File: src/rtl/candidate_best_select_pkg.sv
// Shared constants for candidate_best_select: width derivation, FSM encoding, cost saturation.
package candidate_best_select_pkg;

    function automatic int awidth_f(input int a);
        return $clog2(a) + 1;
    endfunction

    function automatic int sumw_f(input int j, input int cw);
        return cw + $clog2(j) + 1;
    endfunction

    // Cost charged for an out-of-alphabet symbol: all ones at the per-symbol width.
    function automatic logic [31:0] cost_sat_f(input int cw);
        return (32'd1 << cw) - 32'd1;
    endfunction

    localparam logic [1:0] ST_IDLE  = 2'd0;
    localparam logic [1:0] ST_ACC   = 2'd1;
    localparam logic [1:0] ST_DRAIN = 2'd2;
    localparam logic [1:0] ST_DONE  = 2'd3;

endpackage

File: src/rtl/candidate_best_select_if.sv
// Row stream, cost table load and best-result bus of candidate_best_select.
// Optional second_cost signal present when CAND_SEL_SECOND_BEST_EN is defined.
interface candidate_best_select_if #(
    parameter int J    = 14,
    parameter int A    = 2,
    parameter int CW   = 8,
    parameter int IDXW = 16
) ();
    import candidate_best_select_pkg::*;

    localparam int AWIDTH = awidth_f(A);
    localparam int SUMW   = sumw_f(J, CW);

    logic [J*A*CW-1:0]     cost_table;
    logic                  cost_table_tvalid;
    logic [J*AWIDTH-1:0]   candidate_row;
    logic                  candidate_row_tvalid;
    logic                  candidate_row_tlast;
    logic [J*AWIDTH-1:0]   best_row;
    logic [SUMW-1:0]       best_cost;
    logic [IDXW-1:0]       best_index;
    logic                  best_tvalid;
    logic                  busy;
`ifdef CAND_SEL_SECOND_BEST_EN
    logic [SUMW-1:0]       second_cost;
`endif

    modport master (
        output cost_table, cost_table_tvalid, candidate_row, candidate_row_tvalid,
               candidate_row_tlast,
        input  best_row, best_cost, best_index, best_tvalid, busy
`ifdef CAND_SEL_SECOND_BEST_EN
        , second_cost
`endif
    );

    modport slave (
        input  cost_table, cost_table_tvalid, candidate_row, candidate_row_tvalid,
               candidate_row_tlast,
        output best_row, best_cost, best_index, best_tvalid, busy
`ifdef CAND_SEL_SECOND_BEST_EN
        , second_cost
`endif
    );

endinterface

File: src/rtl/candidate_best_select_cost_sum.sv
// cand_cost_sum: S1 per-position cost lookup, S2 row-cost sum; an opaque tag rides alongside.
module cand_cost_sum
    import candidate_best_select_pkg::*;
#(
    parameter int J      = 14,
    parameter int A      = 2,
    parameter int CW     = 8,
    parameter int TW     = 1,
    parameter int AWIDTH = awidth_f(A),
    parameter int SUMW   = sumw_f(J, CW)
) (
    input  logic                clk,
    input  logic                rst,
    input  logic [J*A*CW-1:0]   cost_table,
    input  logic [J*AWIDTH-1:0] in_row,
    input  logic                in_vld,
    input  logic [TW-1:0]       in_tag,
    output logic                out_vld,
    output logic [SUMW-1:0]     out_sum,
    output logic [TW-1:0]       out_tag,
    output logic                pipe_busy
);

    localparam logic [CW-1:0] COST_SAT = CW'(cost_sat_f(CW));

    logic [CW-1:0]   cost_d [J];
    logic [CW-1:0]   s1_cost_q [J];
    logic [TW-1:0]   s1_tag_q;
    logic            s1_vld_q;
    logic [SUMW-1:0] sum_d;
    logic [SUMW-1:0] s2_sum_q;
    logic [TW-1:0]   s2_tag_q;
    logic            s2_vld_q;

    // NOTE: every always_comb output gets a default before any condition, so no latch can form.
    always_comb begin
        for (int j = 0; j < J; j++) begin
            cost_d[j] = COST_SAT;
            if (int'(in_row[j*AWIDTH +: AWIDTH]) < A)
                cost_d[j] = cost_table[(j*A + int'(in_row[j*AWIDTH +: AWIDTH]))*CW +: CW];
        end
    end

    always_comb begin
        sum_d = '0;
        for (int j = 0; j < J; j++)
            sum_d = sum_d + SUMW'(s1_cost_q[j]);
    end

    // NOTE: sequential state uses <= so all flops sample the pre-edge values together.
    always_ff @(posedge clk or posedge rst) begin
        if (rst) begin
            s1_vld_q <= 1'b0;
            s2_vld_q <= 1'b0;
        end else begin
            s1_vld_q <= in_vld;
            s2_vld_q <= s1_vld_q;
        end
    end

    // NOTE: data registers are left unreset; they are only ever consumed under their valid.
    always_ff @(posedge clk) begin
        s1_cost_q <= cost_d;
        s1_tag_q  <= in_tag;
        s2_sum_q  <= sum_d;
        s2_tag_q  <= s1_tag_q;
    end

    assign out_vld   = s2_vld_q;
    assign out_sum   = s2_sum_q;
    assign out_tag   = s2_tag_q;
    assign pipe_busy = s1_vld_q | s2_vld_q;

endmodule

File: src/rtl/candidate_best_select.sv
// candidate_best_select: tracks the lowest-cost candidate row per batch and reports it.
// Define CAND_SEL_SECOND_BEST_EN to also report the second-lowest row cost.
module candidate_best_select
    import candidate_best_select_pkg::*;
#(
    parameter int J    = 14,
    parameter int A    = 2,
    parameter int CW   = 8,
    parameter int IDXW = 16
) (
    input logic                    clk,
    input logic                    rst,
    candidate_best_select_if.slave bus
);

    localparam int AWIDTH = awidth_f(A);
    localparam int SUMW   = sumw_f(J, CW);
    localparam int ROWW   = J * AWIDTH;
    localparam int TW     = 2 + IDXW + ROWW;

    logic [1:0]        state_q, state_d;
    logic              drain_q, drain_d;
    logic [IDXW-1:0]   cnt_q, cnt_d;
    logic [J*A*CW-1:0] table_q, table_d;

    logic [TW-1:0]     in_tag, s2_tag;
    logic              s2_vld, s2_last, s2_first, pipe_busy, take;
    logic [SUMW-1:0]   s2_cost;
    logic [IDXW-1:0]   s2_idx;
    logic [ROWW-1:0]   s2_row;

    logic [SUMW-1:0]   best_cost_q, best_cost_d, out_cost_q, out_cost_d;
    logic [ROWW-1:0]   best_row_q, best_row_d, out_row_q, out_row_d;
    logic [IDXW-1:0]   best_idx_q, best_idx_d, out_idx_q, out_idx_d;
    logic              out_vld_q, out_vld_d;
`ifdef CAND_SEL_SECOND_BEST_EN
    logic [SUMW-1:0]   sec_q, sec_d, out_sec_q, out_sec_d;
`endif

    wire row_vld  = bus.candidate_row_tvalid;
    wire row_last = bus.candidate_row_tlast;

    // Row symbols, batch index and first/last markers travel with the cost.
    assign in_tag = {row_last, (cnt_q == '0), cnt_q, bus.candidate_row};
    assign {s2_last, s2_first, s2_idx, s2_row} = s2_tag;

    cand_cost_sum #(
        .J(J), .A(A), .CW(CW), .TW(TW), .AWIDTH(AWIDTH), .SUMW(SUMW)
    ) u_cost_sum (
        .clk       (clk),
        .rst       (rst),
        .cost_table(table_q),
        .in_row    (bus.candidate_row),
        .in_vld    (row_vld),
        .in_tag    (in_tag),
        .out_vld   (s2_vld),
        .out_sum   (s2_cost),
        .out_tag   (s2_tag),
        .pipe_busy (pipe_busy)
    );

    always_comb begin
        cnt_d   = cnt_q;
        table_d = table_q;
        if (row_vld)
            cnt_d = row_last ? '0 : ((cnt_q == '1) ? cnt_q : cnt_q + IDXW'(1));
        if (bus.cost_table_tvalid && state_q == ST_IDLE && !pipe_busy)
            table_d = bus.cost_table;
    end

    // A row in DRAIN/DONE opens a new batch; the old result still leaves via the pipeline.
    always_comb begin
        state_d = state_q;
        drain_d = 1'b0;
        if (row_vld) begin
            if (row_last)
                state_d = ST_DRAIN;
            else if (state_q != ST_ACC)
                state_d = ST_ACC;
        end else begin
            case (state_q)
                ST_DRAIN: begin
                    drain_d = 1'b1;
                    if (drain_q) state_d = ST_DONE;
                end
                ST_DONE: state_d = ST_IDLE;
                default: state_d = state_q;
            endcase
        end
    end

    always_comb begin
        take        = s2_first || (s2_cost < best_cost_q);
        best_cost_d = best_cost_q;
        best_row_d  = best_row_q;
        best_idx_d  = best_idx_q;
        if (s2_vld && take) begin
            best_cost_d = s2_cost;
            best_row_d  = s2_row;
            best_idx_d  = s2_idx;
        end
        out_vld_d  = s2_vld && s2_last;
        out_cost_d = out_vld_d ? best_cost_d : out_cost_q;
        out_row_d  = out_vld_d ? best_row_d  : out_row_q;
        out_idx_d  = out_vld_d ? best_idx_d  : out_idx_q;
`ifdef CAND_SEL_SECOND_BEST_EN
        sec_d = sec_q;
        if (s2_vld) begin
            if (s2_first)
                sec_d = '1;
            else if (take)
                sec_d = best_cost_q;
            else if (s2_cost < sec_q)
                sec_d = s2_cost;
        end
        out_sec_d = out_vld_d ? sec_d : out_sec_q;
`endif
    end

    always_ff @(posedge clk or posedge rst) begin
        if (rst) begin
            state_q     <= ST_IDLE;
            drain_q     <= 1'b0;
            cnt_q       <= '0;
            table_q     <= '0;
            best_cost_q <= '1;
            best_row_q  <= '0;
            best_idx_q  <= '0;
            out_cost_q  <= '1;
            out_row_q   <= '0;
            out_idx_q   <= '0;
            out_vld_q   <= 1'b0;
`ifdef CAND_SEL_SECOND_BEST_EN
            sec_q       <= '1;
            out_sec_q   <= '1;
`endif
        end else begin
            state_q     <= state_d;
            drain_q     <= drain_d;
            cnt_q       <= cnt_d;
            table_q     <= table_d;
            best_cost_q <= best_cost_d;
            best_row_q  <= best_row_d;
            best_idx_q  <= best_idx_d;
            out_cost_q  <= out_cost_d;
            out_row_q   <= out_row_d;
            out_idx_q   <= out_idx_d;
            out_vld_q   <= out_vld_d;
`ifdef CAND_SEL_SECOND_BEST_EN
            sec_q       <= sec_d;
            out_sec_q   <= out_sec_d;
`endif
        end
    end

    assign bus.best_row    = out_row_q;
    assign bus.best_cost   = out_cost_q;
    assign bus.best_index  = out_idx_q;
    assign bus.best_tvalid = out_vld_q;
    assign bus.busy        = (state_q != ST_IDLE);
`ifdef CAND_SEL_SECOND_BEST_EN
    assign bus.second_cost = out_sec_q;
`endif

endmodule

File: src/flat_wrapper.sv
// flat-port wrapper written by rule: the top's interface ports become plain ports
module candidate_best_select_flat import candidate_best_select_pkg::*;
#(
    parameter int J    = 14,
    parameter int A    = 2,
    parameter int CW   = 8,
    parameter int IDXW = 16
)
  (clk, rst, bus_cost_table, bus_cost_table_tvalid, bus_candidate_row, bus_candidate_row_tvalid, bus_candidate_row_tlast, bus_best_row, bus_best_cost, bus_best_index, bus_best_tvalid, bus_busy);
  candidate_best_select_if #(.J(J), .A(A), .CW(CW), .IDXW(IDXW)) bus_i ();
  input logic clk;
  input logic rst;
  input wire logic [$bits(bus_i.cost_table)-1:0] bus_cost_table;
  input wire logic [$bits(bus_i.cost_table_tvalid)-1:0] bus_cost_table_tvalid;
  input wire logic [$bits(bus_i.candidate_row)-1:0] bus_candidate_row;
  input wire logic [$bits(bus_i.candidate_row_tvalid)-1:0] bus_candidate_row_tvalid;
  input wire logic [$bits(bus_i.candidate_row_tlast)-1:0] bus_candidate_row_tlast;
  output wire logic [$bits(bus_i.best_row)-1:0] bus_best_row;
  output wire logic [$bits(bus_i.best_cost)-1:0] bus_best_cost;
  output wire logic [$bits(bus_i.best_index)-1:0] bus_best_index;
  output wire logic [$bits(bus_i.best_tvalid)-1:0] bus_best_tvalid;
  output wire logic [$bits(bus_i.busy)-1:0] bus_busy;
  assign bus_i.cost_table = bus_cost_table;
  assign bus_i.cost_table_tvalid = bus_cost_table_tvalid;
  assign bus_i.candidate_row = bus_candidate_row;
  assign bus_i.candidate_row_tvalid = bus_candidate_row_tvalid;
  assign bus_i.candidate_row_tlast = bus_candidate_row_tlast;
  assign bus_best_row = bus_i.best_row;
  assign bus_best_cost = bus_i.best_cost;
  assign bus_best_index = bus_i.best_index;
  assign bus_best_tvalid = bus_i.best_tvalid;
  assign bus_busy = bus_i.busy;
  candidate_best_select #(.J(J), .A(A), .CW(CW), .IDXW(IDXW)) u_core (.clk(clk), .rst(rst), .bus(bus_i));
endmodule
File: config.mk
export PLATFORM = sky130hd
export DESIGN_NAME = candidate_best_select_flat
export DESIGN_NICKNAME = d
export VERILOG_FILES = /design/src/rtl/candidate_best_select_pkg.sv /design/src/rtl/candidate_best_select_if.sv /design/src/rtl/candidate_best_select_cost_sum.sv /design/src/rtl/candidate_best_select.sv /design/src/flat_wrapper.sv
export SDC_FILE = /design/constraint.sdc
export NUM_CORES = 1
export LEC_CHECK = 0
export ABC_CLOCK_PERIOD_IN_PS = 11370
export BUFFER_PORTS_ARGS = -buffer_cell sky130_fd_sc_hd__clkbuf_2
export CORE_MARGIN = 2
export CORE_UTILIZATION = 54
export CTS_BUF_LIST = sky130_fd_sc_hd__clkbuf_4 sky130_fd_sc_hd__clkbuf_8
export DETAILED_ROUTE_END_ITERATION = 12
export HOLD_SLACK_MARGIN = 0.08
export MAX_ROUTING_LAYER = met4
export PLACE_DENSITY_LB_ADDON = 0.2
export SYNTH_ARGS = -nofsm -noshare
export SYNTH_HDL_FRONTEND = slang
export SYNTH_HIERARCHICAL = 1
export SYNTH_SLANG_ARGS = --single-unit
File: constraint.sdc
create_clock -name clk -period 11.37 [get_ports clk]
set_input_delay 1.137 -clock clk [delete_from_list [all_inputs] [get_ports clk]]
set_output_delay 1.137 -clock clk [all_outputs]
set_load 0.005 [all_outputs]
Word level (Yosys, flattened, before mapping)

Index checks and enable logic that the tools add are counted.
Widths: inputs -> output; s select.

Input bits: 257
Register bits: 577
Output and inout port bits: 59

Eq/ne operators: 7
Reductions and logical operators: 12
Shifts and indexed selects: 14
Multiplexer cells: 12
Bitwise logic cells: 1
Magnitude comparators: 15
Add/sub/neg operators: 27

Operator list:

| kind                  | number |
|---|---|
| $shiftx 224x10->8     | 6 |
| $shiftx 224x9->8      | 4 |
| $shiftx 224x8->8      | 2 |
| $shiftx 224x6->8      | 1 |
| $shiftx 224x7->8      | 1 |
| $add 13x8->13         | 8 |
| $mux 16               | 3 |
| $add 5x2->6 const A   | 6 |
| $lt 2x2->1 const B    | 14 |
| $mux 28               | 1 |
| $add 4x2->5 const A   | 4 |
| $add 16x1->16 const B | 1 |
| $eq 16x16->1 const B  | 1 |
| $logic_not 16->1      | 1 |
| $add 12x8->13         | 1 |
| $lt 13x13->1          | 1 |
| $mux 13               | 1 |
| $add 11x8->12         | 1 |
| $add 10x8->11         | 1 |
| $add 9x8->10          | 1 |
| $add 8x8->9           | 1 |
| $add 3x2->4 const A   | 2 |
| $mux 2                | 4 |
| $eq 2x2->1 const B    | 2 |
| 16 further kinds      | 20 |

Depth between registers and ports, before layout

Word-level depth: 13
Mapped depth: 19
Mapped depth without buffers: 19

Cells and area by module

The synthesis kept the hierarchy.

By module, submodules not included:

| module                | seq. area each (µm²) | instances | cells each | area each (µm²) |
|---|---|---|---|---|
| candidate_best_select | 8991.1               | 1         | 1087       | 14615.3 |
| cand_cost_sum         | 4394.2               | 1         | 781        | 9186.3 |

Least setup slack after synthesis

OpenSTA, ideal clock, no wires.

Path kind: register -> register
Start: register u_core/u_cost_sum/s1_cost_q[2] in the netlist's numbering
End: register u_core.u_cost_sum.s2_sum_q[7] (netlist: u_core/u_cost_sum/out_sum[7])
Path slack: 6.549 ns
Period minus slack after synthesis: 4.821 ns
Arrival: 4.701 ns
Path buffers: 0
Cell stages (with the launch flop): 18
Path through: dfxtp_1 -> inv_1 -> fa_1 -> inv_1 -> fa_1 -> fa_1 -> fa_1 -> inv_1 -> fa_1 -> inv_1 -> fa_1 -> inv_1 -> fa_1 -> nor2b_4 -> o31a_4 -> o21ai_2 -> and2b_1 -> xnor2_1

Longest elaborated chain between the ends: 1

RTL lines:

| item                           | line                                 | source |
|---|---|---|
| from (decl)                    | candidate_best_select_cost_sum.sv:27 | `logic [CW-1:0] s1_cost_q [J];` |
| from (signal assigned)         | candidate_best_select_cost_sum.sv:63 | `s1_cost_q <= cost_d;` |
| $add 13x8->13                  | candidate_best_select_cost_sum.sv:47 | `sum_d = sum_d + SUMW'(s1_cost_q[j]);` |
| via u_core.u_cost_sum.sum_d[7] | candidate_best_select_cost_sum.sv:30 | `logic [SUMW-1:0] sum_d;` |
| to (signal assigned)           | candidate_best_select_cost_sum.sv:65 | `s2_sum_q <= sum_d;` |
| to (decl)                      | candidate_best_select_cost_sum.sv:31 | `logic [SUMW-1:0] s2_sum_q;` |

The timed path passes the listed nets, and every way through them passes these cells.
A chain may end at the register's enable or synchronous reset.

Worst setup path after layout

Start: register u_core/u_cost_sum/s1_cost_q[7] in the netlist's numbering
End: register u_core.u_cost_sum.s2_sum_q[10] (netlist: u_core/u_cost_sum/out_sum[10])

Same word-level chain as after synthesis.

==> results_dict.tcl <==
set metrics [dict create \
    postCtsHoldBufs 0 \
    synth_top_family_by_area "multiplexers" \
    syn_nets 2253 \
    fp.dieH_um 214 \
    num_vias 15000 \
    avgSynthCellArea_um2 12.7 \
    rsz0062_at_grt "no" \
    finalClockSkew_ps 21.7 \
    yosysSeqAreaShare_pct 56.2 \
    synth-edff-count 0 \
    path_class "reg2reg" \
    drt-pass1-iter-count 5 \
    worstSkewPairLatency_ps 670 \
    drt-total-wl_mm 55.0 \
    syn_to_final_growth_pct 16.9 \
    htreeDepth 3 \
    synth_seq_cells 577 \
    layout.nets 2569 \
    endpoint_kind "register" \
    place_congestion 0.821 \
    slew_headroom_pct 22.4 \
    synthArstFlopShare_pct 62.4 \
    cts_tree "yes" \
    place_ws_ps 6300 \
    synth-adder-area-share_pct 9.60 \
    final_cell_mix "dfrtp_1, clkbuf_2, mux2_2" \
    finalWorstSetupSlack_ps 6270 \
    drive_above_1_share_pct 35.3 \
    final_cells 2849 \
    synth_cell_type_count 59 \
    yosysWarnings 6 \
    finalCritPeriodShare_pct 44.8 \
    dp_hpwl_mm 37.8 \
    synth_compound_area_share_pct 9.95 \
    root_buffer "clkbuf_8" \
    startpoint_type "register" \
    synthSimpleGateAreaFrac_pct 5.52 \
    core_mm2 0.0433 \
    final_common_cell "dfrtp_1" \
    finalHoldViolCount 0 \
    clock_path_buffers 3 \
    dp_cells 2674 \
    die_w_um 214 \
    worst_pin_slew_ps 1160 \
    worst_hold_path_type "reg2reg" \
    pin_count 316 \
    status "completed" \
    clock.fmax_mhz 196 \
    drc 0 \
    fp-row-count 76 \
    port_buffers 315 \
    clock-sinks 577 \
    track_usage_pct 25.3 \
    post_cts_buffers 0 \
    syn-cell-area_mm2 0.0238 \
    muxShareOfSynthArea_pct 13.3 \
    crit_required_ps 11920 \
    die_area_mm2 0.0458 \
    fin_crit_ps 5100 \
    critPathMaxFanout 6 \
    synthFlopType "dfrtp_1" \
    routed_via_density 5.28 \
    arrival_ps 5640 \
    first_global_vias 16000 \
    wl_per_cell_um 19.3 \
    antenna_found_initial 3 \
    finalSetupViolCount 0 \
    drtIter0Drc 1042 \
    maxSlewViolCount 0 \
    cts_resized 0 \
    numCtsBuffers 93 \
    grt_pass1_wl_mm 87.9 \
    grt-ovfl-total 0 \
    clk_pin_slew_ps 60 \
    synthXorXnorAreaFrac_pct 0.478 \
    syn_inst 1868 \
    initial_utilization_pct 55.0 \
    timing.setup.tns_ps 0 \
    grt_max_degree 176 \
    ant_nets 0 \
    cap_violations 0 \
]
## final cells by class
class                      count  area, µm²
clock inverter                16        168
antenna                        1       2.50
timing repair buffer         323       1650
tap                          585        732
multi-input combinational   1017       9290
inverter                     172        653
clock buffer                 158       1950
fill                        3370      15400
sequential                   577      13400
## metal layers
layer,track usage (%),up-vias,routed length [µm]
met5,-,-,0
met4,7.32,0,1060
met3,5.21,79,2630
met2,40.4,373,26800
met1,33.0,7573,24500
li1,-,7012,-
## logic make-up after synthesis
kind of cell / after synthesis
flip-flops: 577
buffers and inverters: 274
XOR/XNOR: 13
AND/OR/NAND/NOR: 245
multiplexers: 282
adder cells (fa/ha/maj): 128
AO/OA/AOI/OAI: 349
## Yosys cell counts, types with 15 or more instances
cell type / count / area share (%)
nand2_1: 21 / 0.33
nor2_1: 75 / 1.2
nor2b_1: 112 / 2.9
a21oi_1: 77 / 1.6
mux2_2: 251 / 12
inv_1: 172 / 2.7
buf_1: 15 / 0.24
a211o_1: 112 / 4.1
buf_2: 34 / 0.71
a31oi_1: 59 / 1.6
mux2_1: 30 / 1.4
dfstp_2: 26 / 2.9
dfxtp_1: 217 / 18
o21ai_0: 70 / 1.5
buf_4: 16 / 0.50
clkbuf_1: 33 / 0.52
ha_1: 37 / 1.9
fa_1: 91 / 7.7
dfrtp_1: 334 / 35
## registers in the layout (all words and copies together), names as in the netlist, 16 cells and up
| name | cells |
|---|---|
| u_core/cnt_q | 16 |
| u_core/u_cost_sum/s1_tag_q | 46 |
| u_core/table_q | 224 |
| u_core/u_cost_sum/s1_cost_q | 112 |
| u_core/bus.best_row | 28 |
| u_core/bus.best_index | 16 |
| u_core/u_cost_sum/out_tag | 46 |
| u_core/best_idx_q | 16 |
| u_core/best_row_q | 28 |
## worst paths after layout
path                                           startpoint                             to  slack, ps  depth (start not counted)
max in group asynchronous                             rst             u_core/table_q[47]       8190                          4
setup / recovery           u_core/u_cost_sum/s1_cost_q[7]  u_core/u_cost_sum/out_sum[10]       6270                         16
hold / removal             u_core/u_cost_sum/s1_tag_q[43]  u_core/u_cost_sum/out_tag[43]        320                          0
setup reg to reg           u_core/u_cost_sum/s1_cost_q[7]  u_core/u_cost_sum/out_sum[10]       6270                         16
min in group asynchronous                             rst      u_core/u_cost_sum/out_vld        410                          2
hold reg to reg            u_core/u_cost_sum/s1_tag_q[43]  u_core/u_cost_sum/out_tag[43]        320                          0
## worst max-delay path, cell delays in order (launching register included)
cell and delay (ps):
dfxtp_1 330, fa_1 510, fa_1 540, inv_1 50, fa_1 520, fa_1 560
inv_1 60, fa_1 530, inv_1 50, fa_1 490, inv_1 40, ha_1 380
a21oi_1 320, nand2_1 110, a211oi_2 270, nor2_1 90, xor2_1 140
## per-stage QoR
| stage | cell area (µm²) | util (%) | hold WS [ps] |
|---|---|---|---|
| after floorplan | 23800 | - | 310 |
| after global placement | 25700 | 59.4 | 310 |
| after detailed placement | 25700 | 59.4 | 312 |
| after CTS | 27800 | 64.3 | 322 |
| after global routing | 27800 | 64.3 | 331 |
| final | 27800 | 64.3 | 323 |
Power is not shown: default switching activity piles up to over one toggle a cycle in this logic, so the estimate is an artifact.
